$ cat src/rtl/perf_pkg.sv
// Shared definitions for the performance counter bank: default sizing,
// the mp4 event channel map and the read-response record.
package perf_pkg;

  localparam int unsigned NUM_CH_DEF = 12;
  localparam int unsigned CNT_W_DEF  = 32;
  localparam int unsigned MAX_CNT_W  = 64;

  localparam int unsigned CH_CYCLES     = 0;
  localparam int unsigned CH_PMEM_RESP  = 1;
  localparam int unsigned CH_L1I_SERVE  = 2;
  localparam int unsigned CH_L1I_MISS   = 3;
  localparam int unsigned CH_L1D_SERVE  = 4;
  localparam int unsigned CH_L1D_MISS   = 5;
  localparam int unsigned CH_L2_SERVE   = 6;
  localparam int unsigned CH_L2_MISS    = 7;
  localparam int unsigned CH_DATA_STALL = 8;
  localparam int unsigned CH_MEM_STALL  = 9;

  // data is sized for the widest legal counter; narrower banks zero-extend
  typedef struct packed {
    logic [MAX_CNT_W-1:0] data;
    logic                 ovf;
    logic                 err;
  } rd_resp_t;

endpackage

$ cat src/rtl/perf_counter.sv
// One event channel: live counter with sticky overflow flag and a
// snapshot shadow copy that the read port sees.
module perf_counter
  import perf_pkg::*;
#(
  parameter int unsigned CNT_W    = CNT_W_DEF,
  parameter bit          SATURATE = 1'b0
) (
  input  logic             clk,
  input  logic             rst,
  input  logic             evt,
  input  logic             en,
  input  logic             clear,
  input  logic             snap,
  output logic             ovf_nxt,
  output logic [CNT_W-1:0] shadow,
  output logic             shadow_ovf
);

  logic [CNT_W-1:0] cnt_r;
  logic             ovf_r;
  logic [CNT_W-1:0] cnt_nxt_s;
  logic [CNT_W-1:0] shadow_r;
  logic             shadow_ovf_r;

  // next live count: clear beats events, overflow wraps or holds
  always_comb begin
    cnt_nxt_s = cnt_r;
    ovf_nxt   = ovf_r;
    if (clear) begin
      cnt_nxt_s = {CNT_W{1'b0}};
      ovf_nxt   = 1'b0;
    end else if (evt && en) begin
      if (cnt_r == {CNT_W{1'b1}}) begin
        ovf_nxt = 1'b1;
        if (SATURATE) begin
          cnt_nxt_s = cnt_r;
        end else begin
          cnt_nxt_s = {CNT_W{1'b0}};
        end
      end else begin
        cnt_nxt_s = cnt_r + {{(CNT_W-1){1'b0}}, 1'b1};
      end
    end else begin
      cnt_nxt_s = cnt_r;
      ovf_nxt   = ovf_r;
    end
  end

  // live counter and sticky overflow state
  always_ff @(posedge clk or negedge rst) begin
    if (!rst) begin
      cnt_r <= {CNT_W{1'b0}};
      ovf_r <= 1'b0;
    end else begin
      cnt_r <= cnt_nxt_s;
      ovf_r <= ovf_nxt;
    end
  end

  // shadow captures pre-update live values so a snapshot excludes this cycle's event
  always_ff @(posedge clk or negedge rst) begin
    if (!rst) begin
      shadow_r     <= {CNT_W{1'b0}};
      shadow_ovf_r <= 1'b0;
    end else if (snap) begin
      shadow_r     <= cnt_r;
      shadow_ovf_r <= ovf_r;
    end
  end

  assign shadow     = shadow_r;
  assign shadow_ovf = shadow_ovf_r;

endmodule

$ cat src/rtl/perf_counter_bank.sv
// Bank of NUM_CH event counters with atomic snapshot, a registered
// one-cycle read port over the shadow copies, and a live overflow summary.
module perf_counter_bank
  import perf_pkg::*;
#(
  parameter int unsigned  NUM_CH   = NUM_CH_DEF,
  parameter int unsigned  CNT_W    = CNT_W_DEF,
  parameter bit           SATURATE = 1'b0,
  localparam int unsigned IDX_W    = (NUM_CH > 1) ? $clog2(NUM_CH) : 1
) (
  input  logic              clk,
  input  logic              rst,
  input  logic [NUM_CH-1:0] event_i,
  input  logic [NUM_CH-1:0] ch_en,
  input  logic              clear,
  input  logic              snap,
  input  logic              rd_req,
  input  logic [IDX_W-1:0]  rd_idx,
  output logic              rd_resp,
  output logic [CNT_W-1:0]  rd_data,
  output logic              rd_ovf,
  output logic              rd_err,
  output logic              ovf_any
);

  logic [NUM_CH-1:0] ovf_nxt_s;
  logic [NUM_CH-1:0] shadow_ovf_s;
  logic [CNT_W-1:0]  shadow_s [NUM_CH];
  rd_resp_t          resp_nxt_s;
  rd_resp_t          resp_r;
  logic              rd_resp_r;
  logic              ovf_any_r;

  for (genvar g = 0; g < NUM_CH; g++) begin : g_ch
    perf_counter #(
      .CNT_W    (CNT_W),
      .SATURATE (SATURATE)
    ) u_ch (
      .clk        (clk),
      .rst        (rst),
      .evt        (event_i[g]),
      .en         (ch_en[g]),
      .clear      (clear),
      .snap       (snap),
      .ovf_nxt    (ovf_nxt_s[g]),
      .shadow     (shadow_s[g]),
      .shadow_ovf (shadow_ovf_s[g])
    );
  end

  // shadow read mux; an index with no matching channel reports an error
  always_comb begin
    resp_nxt_s = '{data: {MAX_CNT_W{1'b0}}, ovf: 1'b0, err: 1'b1};
    for (int i = 0; i < NUM_CH; i++) begin
      if (rd_idx == IDX_W'(i)) begin
        resp_nxt_s.data = MAX_CNT_W'(shadow_s[i]);
        resp_nxt_s.ovf  = shadow_ovf_s[i];
        resp_nxt_s.err  = 1'b0;
      end else begin
        resp_nxt_s = resp_nxt_s;
      end
    end
  end

  // registered read response; payload holds between responses
  always_ff @(posedge clk or negedge rst) begin
    if (!rst) begin
      rd_resp_r <= 1'b0;
      resp_r    <= '{data: {MAX_CNT_W{1'b0}}, ovf: 1'b0, err: 1'b0};
    end else begin
      rd_resp_r <= rd_req;
      if (rd_req) begin
        resp_r <= resp_nxt_s;
      end
    end
  end

  // overflow summary from next-state flags so it tracks the live flags edge for edge
  always_ff @(posedge clk or negedge rst) begin
    if (!rst) begin
      ovf_any_r <= 1'b0;
    end else begin
      ovf_any_r <= |ovf_nxt_s;
    end
  end

  if (CNT_W < MAX_CNT_W) begin : g_pad
    logic rd_pad_unused_s;
    assign rd_pad_unused_s = |resp_r.data[MAX_CNT_W-1:CNT_W];
  end

  assign rd_resp = rd_resp_r;
  assign rd_data = resp_r.data[CNT_W-1:0];
  assign rd_ovf  = resp_r.ovf;
  assign rd_err  = resp_r.err;
  assign ovf_any = ovf_any_r;

endmodule

$ cat config.mk
export PLATFORM = sky130hd
export DESIGN_NAME = perf_counter_bank
export DESIGN_NICKNAME = d
export VERILOG_FILES = /design/src/rtl/perf_pkg.sv /design/src/rtl/perf_counter.sv /design/src/rtl/perf_counter_bank.sv
export SDC_FILE = /design/constraint.sdc
export NUM_CORES = 1
export LEC_CHECK = 0
export BUFFER_PORTS_ARGS = -buffer_cell sky130_fd_sc_hd__buf_4
export CAP_MARGIN = 20
export CORE_ASPECT_RATIO = 0.7
export CORE_MARGIN = 4
export CORE_UTILIZATION = 62
export DETAILED_ROUTE_END_ITERATION = 10
export PLACE_DENSITY_LB_ADDON = 0.05
export SYNTH_ARGS = -nofsm -noshare
export SYNTH_HDL_FRONTEND = slang
export SYNTH_HIERARCHICAL = 1
export SYNTH_SLANG_ARGS = --single-unit
$ cat constraint.sdc
create_clock -name clk -period 2.28 [get_ports clk]
set_input_delay 0 -clock clk [delete_from_list [all_inputs] [get_ports clk]]
set_output_delay 0 -clock clk [all_outputs]
set_load 0.005 [all_outputs]
==> results by group <==
Route
  – Antenna Nets Post-Route: 0
  – First drt pass iteration count: 6
  – Final WL: 125100 µm
  – Number of remaining DRC errors: 0
  – DRT iter0 DRCs: 3849
  – DR WL/cell: about 26 µm
  – Vias: ~32000
  – DR vias/cell: 6.594

Yosys
  – Proportion of synthesized area in mux cells: 0.1505
  – Primary FF master, synth: dfrtp_1
  – Post-synth EDFFs: 0
  – Post-Syn Area: 40290 µm²
  – Post-synth ARST share: 1.000
  – Synthesized flop and latch total: 828
  – Top cell type's share of synthesized area: 0.5142
  – Avg Inst Size Synth: 11.17 µm²
  – Compound-Gate Fraction of Synth Area: 0.06887
  – Adder-cell share of the synthesized area: 0.003726
  – Synth Area in XOR/XNOR: 0.05934
  – Cells after synthesis: 3607
  – Yosys warnings: 6
  – Largest family of logic cells by synthesized area: simple AND/OR/NAND/NOR gates
  – Ranking of synthesized cells by area: dfrtp_1 (51%), mux2_2 (12%), xor2_1 (3.6%)
  – Post-synth top area cell: dfrtp_1
  – Post-Syn Nets: approximately 3700
  – Sequential share of the synthesized area: 0.5142
  – Distinct cells, synth: 78
  – Post-synthesis simple-gate area fraction: 0.1770

Clocking
  – Clk_lat worst skew: around 0.65 ns
  – Total CTS buffers: 80
  – Clk buf depth: 3
  – Clk slew on worst S/H paths: 0.06 ns
  – Post-CTS Repair Setup Buffers: 0
  – H-Tree Depth: 3
  – Clock root buffer master: clkbuf_16
  – CTS Sinks: 828
  – CTS tree: built

Setup path
  – Launch point of the critical path: clear
  – Bufs and invs on worst path: 5
  – Crit. path cell count: 10
  – Worst Setup End Kind: flip-flop
  – CP Launch Type: input pin
  – Worst-path fanout max: 31
  – CP Capture Point: g_ch[11].u_ch/cnt_r[13]
  – Reg2reg end: ovf_any
  – Delay-heaviest family, CP: buffers and inverters
  – Worst setup path category: input pin to flip-flop
  – CP cell instances: dlygate4sd3_1 -> buf_6 -> a21oi_1 -> dlygate4sd3_1 -> buf_4 -> nor3_1 -> buf_4 -> nand4_1 -> o21ai_0 -> a21oi_1
  – Arr. time, crit path: 2.72 ns
  – Critical R2R Launch: g_ch[1].u_ch/cnt_r[9]
  – Worst Reg-to-Reg Cells: 7
  – Data required time of the worst path: 2.81 ns
  – FF-to-FF setup slack: 0.08 ns
  – CP max stage cell: dlygate4sd3_1
  – Crit-path max cell delay: around 0.60 ns

Die
  – Num ports: 69
  – Initial Util: 0.6318
  – Die height: 221.3 µm
  – DIE AREA: 69200 µm²
  – Placeable core region: about 64000 µm²
  – Die W: 312.7 µm
  – Row count: 77

Timing
  – Slew headroom: 0.4693
  – Setup ws final: 0.08255 ns
  – Post-Route Skew: 0.03093 ns
  – Worst Tran Pin Value: 0.7961 ns
  – Final Hold Fails: 0
  – Peak Freq: 0.4551 GHz
  – Minimum clock period: roughly 2.2 ns
  – Final Setup Violations: 0
  – Slew Limit Fails: 0
  – Period utilization: 0.9638

Flow run
  – # Max-Cap Violations: 0

Status
  – Outcome: finished, final reports clean

Power and ir drop
  – Total Power: 30.33 mW
  – P_leak: 20.80 nW
  – Power per cell area: 654.5 nW/µm²
  – Clk network pwr share: 0.449
  – Psw: 6.944 mW
  – Sequential power share: 0.493
  – Logic pwr share: 0.058
  – VDD IR-drop max: 578.7 µV
  – Sw frac: 0.2289
  – Pint: 23.39 mW

Global route
  – Initial antenna violation count: 6
  – Largest net degree at the start of global routing: 86
  – Total GRT Usage: 0.3605
  – First-pass GRT wire length: roughly 190000 µm
  – Gr ovfl total: 0
  – Vias in the first global route: 30510

Layout
  – Fin util: 0.7265
  – Layout net count: just under 4000
  – Area growth syn-to-layout: 15.00%
  – Layout cells sized above 1: 0.2485

Placed design
  – Global placement routability congestion: 1.009
  – Setup WS pre-CTS: around 0.12 ns
  – Number of port buffers: between 60 and 70
  – Detailed Place HPWL: 92440 µm

Worst hold path
  – Hold Crit Class: input pin to flip-flop
cells in the final DEF, fill, tap and decap left out, types with 31 or more instances in the layout:
cell,Yosys,final
mux2_2,427,427
o21ai_0,94,94
mux2i_1,58,58
or4_1,35,35
o22ai_1,43,43
xor2_1,166,166
nand4_1,209,209
clkbuf_16,0,85
nor4_1,67,64
nor2_1,371,371
nor3_1,43,43
a21oi_1,126,124
inv_1,63,63
xnor2_1,107,107
a22o_1,38,38
or3_1,39,39
and3_1,47,47
buf_12,0,31
buf_4,12,289
nand2_1,155,155
dfrtp_1,828,828
nor2b_1,43,43
nand3_1,140,140
sequential cells by signal (all words and copies together), names as in the netlist:
name,flops
rd_data,32
g_ch.u_ch/cnt_r,384
g_ch.u_ch/shadow,384
rd_ovf,1
rd_resp,1
g_ch.u_ch/ovf_r,12
ovf_any,1
g_ch.u_ch/shadow_ovf,12
rd_err,1
layout make-up:
class,instances,area [µm²]
fill,4539,17440
clock inverter,14,227.7
sequential,828,20720
antenna,2,5.005
inverter,65,244.0
multi-input combinational,2553,18540
timing repair buffer,350,3103
clock buffer,126,2411
tap,869,1087
power by group through the flow:
stage	Clock, mW	Sequential (mW)	Combinational [mW]
floorplan	0	15.2	0.802
global placement	0	15.2	1.68
detailed placement	0	15.2	1.71
CTS	13.8	14.9	1.76
global route	14.4	14.9	1.90
finish	13.6	15.0	1.77
cells by family (layout without fill, tap and decap cells):
group	Yosys count	in the layout
compound gates	433	433
xor+xnor	273	273
fa+ha+maj	12	12
buf+inv	226	555
flops	828	828
mux	515	515
other cells	0	2
simple gates	1320	1320
stage by stage:
stage / setup TNS, ns / instance area (µm²) / std cells / hold slack [ns]
after floorplan: 0 / 40290 / 3607 / -0.2956
after global placement: 0 / 43380 / 4638 / -0.02695
after detailed placement: 0 / 43380 / 4638 / -0.02087
after CTS: 0 / 46300 / 4805 / 0.0006789
after global routing: -0.004247 / 46330 / 4805 / 0.02462
final: 0 / 46340 / 4807 / 0.04261
routing by layer:
layer | wire [µm] | global-route usage | vias to the layer above
met1 | 55810 | 0.5700 | 16061
met5 | 22 | 0 | -
met4 | 3678 | 0.1008 | 4
met3 | 15680 | 0.1089 | 235
li1 | - | - | 13707
met2 | 49940 | 0.4781 | 1688
cell usage after synthesis (all sizes together) (38+ instances only):
cell type / count
dfrtp: 828
mux2: 427
nor2: 371
nand4: 222
xor2: 166
nand2: 155
nand3: 141
a21oi: 126
xnor2: 107
o21ai: 94
clkbuf: 89
nor4: 78
buf: 72
inv: 63
mux2i: 58
and3: 57
nor3: 57
or4: 45
nor2b: 43
o22ai: 43
or3: 39
a22o: 38
tightest hold or removal path: stages:
cell and delay (ns):
buf_4 0.08, a21oi_1 0.13, buf_4 0.22, o21ai_0 0.16, a21oi_1 0.06
worst min path at each step:
stage	cells past startpoint	slack (ns)	from	endpoint
floorplan	0	-0.30	rst	g_ch[0].u_ch/cnt_r[0]
global placement	1	-0.03	rst	g_ch[0].u_ch/shadow[15]
detailed placement	1	-0.02	rst	g_ch[0].u_ch/shadow[15]
CTS	5	0.0007	ch_en[10]	g_ch[10].u_ch/cnt_r[27]
global route	5	0.02	event_i[11]	g_ch[11].u_ch/cnt_r[5]
finish	5	0.04	ch_en[10]	g_ch[10].u_ch/cnt_r[3]
timing repair:
item,4_1_cts,5_1_grt
hold buffers,27,0
endpoints found under the setup margin,0,24
hold endpoints to repair,732,0
gates resized for setup,0,6
(Power assumes the default switching activity.)
